===== config.mk =====
export PLATFORM = sky130hd
export DESIGN_NAME = dvp_capture_ex
export DESIGN_NICKNAME = d
export VERILOG_FILES = /design/src/rtl/dvp_capture_ex.sv
export SDC_FILE = /design/constraint.sdc
export NUM_CORES = 1
export LEC_CHECK = 0
export CORE_MARGIN = 2
export CORE_UTILIZATION = 40
export CTS_BUF_LIST = sky130_fd_sc_hd__clkbuf_2
export DETAILED_ROUTE_END_ITERATION = 10
export GPL_TIMING_DRIVEN = 1
export MAX_ROUTING_LAYER = met4
export SLEW_MARGIN = 20
export SYNTH_ARGS = -nofsm -noshare
export SYNTH_HDL_FRONTEND = slang
export SYNTH_SLANG_ARGS = --single-unit

===== constraint.sdc =====
create_clock -name clk -period 2.4 [get_ports clk]
set_clock_uncertainty 0.05 [all_clocks]
set_input_delay 0.36 -clock clk [delete_from_list [all_inputs] [get_ports clk]]
set_output_delay 0.36 -clock clk [all_outputs]
set_load 0.03 [all_outputs]

===== src/rtl/dvp_capture_ex.sv =====
// DVP sensor capture: registers the sensor pins, assembles BYTES_PER_PIX bytes per
// pixel and emits a sop/eop/vld framed stream with frame skip, decimation and geometry checks.
module dvp_capture_ex #(
  parameter int DIN_W         = 8,
  parameter int BYTES_PER_PIX = 2,
  parameter int H_ACT         = 1280,
  parameter int V_ACT         = 720,
  parameter int SKIP_FRAMES   = 10,
  parameter int VS_POL        = 1
) (
  input  logic                           clk,
  input  logic                           rst_n,
  input  logic                           enable,
  input  logic [3:0]                     frame_decim,
  input  logic                           vsync,
  input  logic                           href,
  input  logic [DIN_W-1:0]               din,
  output logic [DIN_W*BYTES_PER_PIX-1:0] dout,
  output logic                           dout_sop,
  output logic                           dout_eop,
  output logic                           dout_vld,
  output logic                           frame_err,
  output logic [15:0]                    frame_cnt,
  output logic [1:0]                     dbg_state_o
);

  localparam int DOUT_W = DIN_W * BYTES_PER_PIX;
  localparam int XW     = $clog2(H_ACT + 1);
  localparam int YW     = $clog2(V_ACT + 1);
  localparam int BW     = (BYTES_PER_PIX > 1) ? $clog2(BYTES_PER_PIX) : 1;
  localparam int SW     = (SKIP_FRAMES > 0) ? $clog2(SKIP_FRAMES + 1) : 1;

  localparam logic [XW-1:0] X_FULL    = XW'(H_ACT);
  localparam logic [XW-1:0] X_LAST    = XW'(H_ACT - 1);
  localparam logic [YW-1:0] Y_FULL    = YW'(V_ACT);
  localparam logic [YW-1:0] Y_LAST    = YW'(V_ACT - 1);
  localparam logic [BW-1:0] BC_LAST   = BW'(BYTES_PER_PIX - 1);
  localparam logic [SW-1:0] SKIP_INIT = SW'(SKIP_FRAMES);
  localparam logic          VS_ACT    = (VS_POL != 0);

  typedef enum logic [1:0] {IDLE, WAIT_VS, ACTIVE} state_t;

  state_t              state_q, state_d;
  logic                vs_q, vs_prev_q, href_q, href_prev_q;
  logic [DIN_W-1:0]    din_q;
  logic [SW-1:0]       skip_q, skip_d;
  logic [3:0]          dcnt_q, dcnt_d;
  logic [BW-1:0]       bc_q, bc_d;
  logic [XW-1:0]       x_q, x_d;
  logic [YW-1:0]       y_q, y_d;
  logic [DOUT_W-1:0]   sh_q, sh_d, dout_q, dout_d, pix_next;
  logic                vld_q, vld_d, sop_q, sop_d, eop_q, eop_d, err_q, err_d;
  logic [15:0]         fcnt_q, fcnt_d;
  logic                fs, h_rise, h_fall, start_eval, is_eop;

  assign fs       = (vs_q == VS_ACT) && (vs_prev_q != VS_ACT);
  assign h_rise   = href_q & ~href_prev_q;
  assign h_fall   = ~href_q & href_prev_q;
  assign pix_next = DOUT_W'({sh_q, din_q});
  assign is_eop   = (x_q == X_LAST) && (y_q == Y_LAST);

  always_comb begin
    state_d    = state_q;
    skip_d     = skip_q;
    dcnt_d     = dcnt_q;
    bc_d       = bc_q;
    x_d        = x_q;
    y_d        = y_q;
    sh_d       = sh_q;
    dout_d     = dout_q;
    vld_d      = 1'b0;
    sop_d      = 1'b0;
    eop_d      = 1'b0;
    err_d      = 1'b0;
    fcnt_d     = fcnt_q;
    start_eval = 1'b0;

    case (state_q)
      IDLE: begin
        if (enable) begin
          state_d = WAIT_VS;
          skip_d  = SKIP_INIT;
          dcnt_d  = 4'd0;
        end
      end
      WAIT_VS: start_eval = fs;
      ACTIVE: begin
        if (fs) begin
          // A new frame started before eop: flag it, then treat this edge as a normal start.
          err_d      = 1'b1;
          state_d    = WAIT_VS;
          start_eval = 1'b1;
        end else if (h_fall) begin
          if (x_q != X_FULL || bc_q != '0) begin
            err_d   = 1'b1;
            state_d = WAIT_VS;
            bc_d = '0; x_d = '0; y_d = '0;
          end else begin
            y_d  = y_q + 1'b1;
            x_d  = '0;
            bc_d = '0;
          end
        end else if (href_q) begin
          if ((h_rise && y_q == Y_FULL) || x_q == X_FULL) begin
            err_d   = 1'b1;
            state_d = WAIT_VS;
            bc_d = '0; x_d = '0; y_d = '0;
          end else begin
            sh_d = pix_next;
            if (bc_q == BC_LAST) begin
              bc_d   = '0;
              dout_d = pix_next;
              vld_d  = 1'b1;
              sop_d  = (x_q == '0) && (y_q == '0);
              eop_d  = is_eop;
              x_d    = x_q + 1'b1;
              if (is_eop) begin
                fcnt_d  = fcnt_q + 16'd1;
                state_d = enable ? WAIT_VS : IDLE;
                bc_d = '0; x_d = '0; y_d = '0;
              end
            end else begin
              bc_d = bc_q + 1'b1;
            end
          end
        end
      end
      default: state_d = IDLE;
    endcase

    // Frame-start decision shared by WAIT_VS and the restart path out of ACTIVE.
    if (start_eval) begin
      bc_d = '0; x_d = '0; y_d = '0;
      if (!enable) begin
        state_d = IDLE;
      end else if (skip_q != '0) begin
        skip_d  = skip_q - 1'b1;
        state_d = WAIT_VS;
      end else begin
        dcnt_d  = (dcnt_q >= frame_decim) ? 4'd0 : dcnt_q + 4'd1;
        state_d = (dcnt_q == 4'd0) ? ACTIVE : WAIT_VS;
      end
    end
  end

  always_ff @(posedge clk or negedge rst_n) begin
    if (!rst_n) begin
      state_q     <= IDLE;
      vs_q        <= ~VS_ACT;
      vs_prev_q   <= ~VS_ACT;
      href_q      <= 1'b0;
      href_prev_q <= 1'b0;
      din_q       <= '0;
      skip_q      <= SKIP_INIT;
      dcnt_q      <= 4'd0;
      bc_q        <= '0;
      x_q         <= '0;
      y_q         <= '0;
      sh_q        <= '0;
      dout_q      <= '0;
      vld_q       <= 1'b0;
      sop_q       <= 1'b0;
      eop_q       <= 1'b0;
      err_q       <= 1'b0;
      fcnt_q      <= 16'd0;
    end else begin
      state_q     <= state_d;
      vs_q        <= vsync;
      vs_prev_q   <= vs_q;
      href_q      <= href;
      href_prev_q <= href_q;
      din_q       <= din;
      skip_q      <= skip_d;
      dcnt_q      <= dcnt_d;
      bc_q        <= bc_d;
      x_q         <= x_d;
      y_q         <= y_d;
      sh_q        <= sh_d;
      dout_q      <= dout_d;
      vld_q       <= vld_d;
      sop_q       <= sop_d;
      eop_q       <= eop_d;
      err_q       <= err_d;
      fcnt_q      <= fcnt_d;
    end
  end

  assign dout        = dout_q;
  assign dout_vld    = vld_q;
  assign dout_sop    = sop_q;
  assign dout_eop    = eop_q;
  assign frame_err   = err_q;
  assign frame_cnt   = fcnt_q;
  assign dbg_state_o = state_q;

endmodule

==> impl_metrics.json <==
{
  "status": "finished clean",
  "slew_headroom": 0.5832,
  "cellPowerDensity_mw_per_mm2": 547.9,
  "netlist_area_mm2": 0.004285,
  "pre_cts_ws_ns": -0.03734,
  "required_ns": 2.83,
  "syn_inst": 381,
  "tns_ns": 0,
  "setup_slack_ns": 0.1132,
  "cp_cell_sequence": "or4_4 -> nor2_4 -> nand4_4 -> or3_4 -> nor3_2 -> xor2_1",
  "setup_viol_count_final": 0,
  "synth_nets": 413,
  "routed_wl_um": 8929,
  "crit_slowest_cell": "or4_4",
  "seq_area_frac_synth": 0.5145,
  "ys_ff_latch": 88,
  "r2r-end": "frame_cnt[7]",
  "yosys_warnings": 0,
  "num-nets-final": 491,
  "hold_ws_ns": 0.1555,
  "cellLeakagePower_uw": 0.002472,
  "cp.depth": 6,
  "ys.flop_type": "dfrtp_1",
  "final_cell_mix": "dfrtp_1 (84), clkdlybuf4s50_1 (53), mux2_2 (27), nor2_1 (25), inv_1 (24)",
  "num_antenna_cells": 0,
  "clockRootBuffer": "clkbuf_2",
  "arrival_ns": 2.72,
  "cpPeakStageDelay_ns": 0.55,
  "rows": 37,
  "crit_path_end_kind": "register",
  "timing.fmax_ghz": 0.4373,
  "fp.dieW_um": 107.5,
  "crit_buf_inv": 0,
  "finalMaxSlewViolations": 0,
  "place.gp.congestion": 0.8164,
  "async_flop_share": 1.000,
  "postCtsSetupBuffers": 0,
  "hold_class": "in -> reg",
  "hold_start": "din[6]",
  "clk_latency_ns": 0.55,
  "cp-start-kind": "register",
  "crit_type": "reg -> reg",
  "vias": 3144,
  "finalHoldViolCount": 0,
  "path_max_fanout": 9,
  "post-route-drc-count": 0,
  "via_per_inst": 5.240,
  "rrSetupSlack_ns": 0.11,
  "grt_antenna_before_repair": 0,
  "core_mm2": 0.01037,
  "layout_min_cycle_time_ns": 2.287,
  "reg2regPathDepth": 6,
  "worstSetupEndpoint": "frame_cnt[7]",
  "area_growth_pct": 23.94,
  "rsz0062_at_grt": "true",
  "hpwl_um": 6345,
  "synth_cell_types": 59,
  "cap_violations": 0,
  "critPathLaunch": "y_q[5]",
  "initial_core_util": 0.4132,
  "grt_pass1_wl_um": 15350,
  "cp_top_family": "simple AND/OR/NAND/NOR gates",
  "postSynthAreaPerCell_um2": 11.25,
  "portBuffers": 54,
  "grt_overflow_total": 0,
  "synth-edff-count": 0,
  "pin_count": 55,
  "die_area_mm2": 0.01156,
  "ir_drop_mv": 0.4310,
  "ant_nets": 0,
  "clk_pin_slew_ns": 0.27,
  "final_common_cell": "dfrtp_1",
  "r2r_start": "y_q[5]",
  "htree_levels": 3,
  "numCtsBuffers": 9,
  "track_usage": 0.1728,
  "worst_pin_slew_ns": 0.6253,
  "dr.pass1.iters": 5,
  "clk_path_buf_depth": 2,
  "grt_pass1_vias": 3210,
  "drt_iter0_markers": 169,
  "cts_tree": "yes",
  "dieHeight_um": 107.5,
  "cts_sinks": 88,
  "post-route-period-util": 0.9528,
  "wl_per_cell_um": 14.88,
  "grt_start_max_net_pins": 49,
  "layout-drive-gt1-share": 0.2112
}
sequential cells by signal, indices dropped and copies added (netlist names):
register and flops:
bc_q 1, dbg_state_o 2, dcnt_q 4, din_q 8
dout 16, dout_eop 1, dout_sop 1, dout_vld 1
frame_cnt 16, frame_err 1, href_prev_q 1, href_q 1
sh_q 8, skip_q 4, vs_prev_q 1, vs_q 1
x_q 11, y_q 10
power breakdown:
group          total, uW  switching (uW)  leakage, uW  internal (uW)
sequential          1590            45.5      0.00119           1540
clock                892             532    0.0000877            360
combinational        431             249      0.00120            183
total               2910             826      0.00247           2080
synth_stat cells (2+ instances only):
| cell | instances | area share |
|---|---|---|
| a211oi_1 | 2 | 0.0035 |
| a21o_1 | 4 | 0.0070 |
| a21oi_1 | 9 | 0.011 |
| a221o_1 | 2 | 0.0047 |
| a22o_1 | 3 | 0.0061 |
| a22oi_1 | 3 | 0.0053 |
| a31oi_1 | 4 | 0.0058 |
| and3_1 | 7 | 0.010 |
| and3_2 | 3 | 0.0053 |
| and3b_1 | 2 | 0.0041 |
| and4_1 | 4 | 0.0082 |
| buf_2 | 2 | 0.0023 |
| buf_6 | 2 | 0.0053 |
| clkbuf_1 | 4 | 0.0035 |
| dfrtp_1 | 86 | 0.50 |
| dfstp_2 | 2 | 0.012 |
| ha_1 | 15 | 0.044 |
| inv_1 | 24 | 0.021 |
| mux2_2 | 27 | 0.071 |
| mux2i_1 | 8 | 0.019 |
| nand2_1 | 24 | 0.021 |
| nand2b_1 | 3 | 0.0044 |
| nand3_1 | 24 | 0.028 |
| nand4_1 | 6 | 0.0088 |
| nand4_4 | 2 | 0.0099 |
| nor2_1 | 25 | 0.022 |
| nor2b_1 | 2 | 0.0029 |
| nor3_1 | 10 | 0.012 |
| nor3_2 | 2 | 0.0047 |
| nor4_1 | 3 | 0.0044 |
| nor4_2 | 2 | 0.0058 |
| nor4_4 | 2 | 0.0099 |
| nor4b_1 | 2 | 0.0041 |
| o21ai_0 | 14 | 0.016 |
| o22ai_1 | 4 | 0.0058 |
| or3_1 | 2 | 0.0029 |
| xnor2_1 | 11 | 0.022 |
| xor2_1 | 9 | 0.018 |
cell families after synthesis:
kind of cell | share of synthesized area
and+or+nand+nor | 0.1915
buffers and inverters | 0.03708
xor gates and xnor gates | 0.04088
adders and majority gates | 0.04380
AOI/OAI and AO/OA | 0.08263
muxes | 0.08964
DFF | 0.5145
worst min path at each step:
stage                end  slack, ns  depth (start not counted)
3_3_place_gp   dcnt_q[1]       0.37                          1
3_5_place_dp   vs_prev_q       0.36                          0
4_1_cts         din_q[3]        0.1                          1
2_1_floorplan       bc_q       0.01                          0
5_1_grt         din_q[5]       0.07                          1
6_report        din_q[6]       0.16                          1
metrics by stage:
step	cell area (um2)	cells	utilization	total power, uW
3_3_place_gp	5114	583	0.4931	2026
6_report	5311	600	0.5122	2910
2_1_floorplan	4297	381	-	1871
5_1_grt	5311	600	0.5122	3076
4_1_cts	5269	600	0.5081	2949
3_5_place_dp	5114	583	0.4931	2038
routing by layer:
layer | wire, um | up-vias | track usage | part of all wire
li1 | - | 1519 | - | -
met2 | 4216 | 55 | 0.2650 | 0.47
met3 | 365 | 8 | 0.03874 | 0.041
met5 | 0 | - | - | 0
met1 | 4254 | 1562 | 0.2306 | 0.48
met4 | 93 | 0 | 0.05220 | 0.010
worst register-to-register path: stages (launching register included):
cell and delay (ns):
dfrtp_1 0.46, or4_4 0.55, nor2_4 0.14, nand4_4 0.22, or3_4 0.46, nor3_2 0.19, xor2_1 0.15
cell type report:
class                           instances  area (um2)
Inverter                               24       90.09
Timing Repair Buffer                   77       725.7
Clock buffer                            9       45.04
Fill cell                             971        5059
Sequential cell                        88        2207
Multi-Input combinational cell        259        1973
Tap cell                              136       170.2
Clock inverter                          7       100.1
what timing repair did:
| item | in CTS | in global routing |
|---|---|---|
| resized for setup | 0 | 9 |
| endpoints found under the hold margin | 45 | 0 |
| endpoints found under the setup margin | 0 | 27 |
| hold buffers | 1 | 0 |
No activity file was read; power rests on OpenSTA's default activity.
==> edit: new RTL, same flow settings <==
The parameter `H_ACT` goes from 1280 to 2560.
--- a/src/rtl/dvp_capture_ex.sv
+++ b/src/rtl/dvp_capture_ex.sv
@@ -5,3 +5,3 @@
   parameter int BYTES_PER_PIX = 2,
-  parameter int H_ACT         = 1280,
+  parameter int H_ACT         = 2560,
   parameter int V_ACT         = 720,
Formal check against the unedited RTL: no difference found for any inputs over 4 cycles, from zero or initial values and one cycle with rst_n low; that may be too few to reach the edited logic, so the function may still have changed.
==> edit against the unedited design <==
Worst setup slack got worse by 11 ps; routed wire length increased by 8.7%; synthesized area increased by 3.1%; total power decreased by 2.4%; design area increased by 2.0%; sequential cell count increased by 1; first-iteration DRC count decreased by 16%; largest cell class unchanged.
==> edit: results (changes against the unedited design) <==
Final layout
  • Net count, final: 512 (+4.3%)
  • Antenna diodes: 0 (unchanged)
  • Layout cell share with drive strength beyond 1: 19.0% (-2.2 points)
  • Fillers: 959 (-1.2%)

Drt
  • Initial DRC count: 142 (-16%)
  • DRT Pass-1 Iters: 4 (-1)
  • Total routed wirelength: 9710 um (+8.7%)
  • Vias per std cell: 5.37 (+2.4%)

Clock network
  • Maximum buffer depth of the clock tree: 2 (unchanged)
  • H-tree depth: 3 (unchanged)
  • Clk slew on worst S/H paths: 270 ps (about the same)
  • Root Driver: clkbuf_2
  • TritonCTS buffer count: 9 (unchanged)
  • Clk Latency, worst-skew pair: 550 ps (about the same)

Worst setup path
  • Reg-to-reg slack, setup: 100 ps
  • Crit path DAT: 2720 ps (about the same)
  • Slowest stage cell, crit path: dfrtp_1
  • Crit path to: frame_cnt[1]
  • Crit path from: x_q[3]
  • Reg2Reg Depth: 5 (-1)
  • Slowest Stage Delay on Critical Path: 620 ps (+70 ps)
  • Crit-path max FO: 8 (-1)

GRT
  • Pin count of the biggest net entering global routing: 34 (-31%)
  • Vias in the first global route: 3415 (+6.4%)
  • First-pass GRT wire length: 16600 um (+8.3%)
  • Gr usage total: 18.4% (+1.1 points)
  • Initial antenna violation count: 0 (unchanged)

Yosys
  • Post-synth ARST share: 100% (unchanged)
  • Synth cell count leaders: dfrtp_1, nand3_1, nand2_1
  • Top post-synthesis cells by area: dfrtp_1, mux2_2, ha_1
  • Post-synth cell types: 66 (+12%)
  • Post-synthesis net count: 435 (+5.3%)
  • Post-synthesis sequential area ratio: 50.5% (-0.98 points)
  • Synth Flop Type: dfrtp_1

Worst hold path
  • Worst Hold Class: input pin to flop
  • Hold Path End: din_q[6]

Power
  • VDD IR max: 0.430 mV (-0.29%)
  • Leakage: 2.50 nW (+1.3%)

STA
  • Headroom to the max-slew limit: 66.2% (+7.9 points)
  • Hold Worst Slack: 139 ps (-16.5 ps)

Run status
  • Outcome: finished, final reports clean

Place
  • RePlAce Congestion: 0.918 (+12%)
  • Dpl hpwl: 6990 um (+10%)
[edit: cell types whose count changed after synthesis, moves of 5 or more]
cell     delta
xor2_1      -6
xnor2_1     +8
nand3_1     +6
mux2i_1     -7
o21ai_0     +5
[edit: power breakdown]
part           internal, mW  switching (mW)  leakage [nW]  total (mW)
registers              1.57          0.0417          1.21        1.61
logic                 0.160           0.248          1.22       0.408
clock network         0.261           0.557        0.0792       0.818
total                  1.99           0.847          2.50        2.84
[edit: final cells by class]
type,count,share of cell area (%)
multi-input cells,280,37.9
repair buffers,80,14.0
clock inverters,7,1.50
inverters,20,1.39
clock buffers,9,0.831
well taps,140,3.23
flip-flops and latches,89,41.1
[edit: cells by family (layout without fill, tap and decap cells)]
kind of cell	Yosys count	count (layout)	synth area share, %
simple gates	153	153	20.8
flops	89	89	50.5
compound gates	63	63	9.46
buf+inv	34	116	3.79
mux	27	27	6.85
xor+xnor	22	22	4.36
fa+ha+maj	15	15	4.25
[edit: repair_timing]
item,in CTS,in global routing
pin swaps,0,0
setup endpoints to repair,1,20
cloned,0,0
setup buffers,0,0
endpoints found under the hold margin,78,0
hold buffers,1,0
gates resized for setup,1,8
[edit: metrics by stage]
stage	cells	instance area [um2]	setup WS (ps)	util (%)
final	625	5420	102	50.2
after global routing	625	5420	1.75	50.2
after CTS	625	5390	15.3	49.9
after detailed placement	608	5250	9.62	48.7
after global placement	608	5250	28.3	48.7
after floorplan	403	4420	123	-
[edit: metal layers]
layer / wire, um / global-route usage [%]
met5: 0 / -
met4: 81 / 5.95
met3: 476 / 3.47
met2: 4540 / 28.0
met1: 4610 / 24.8
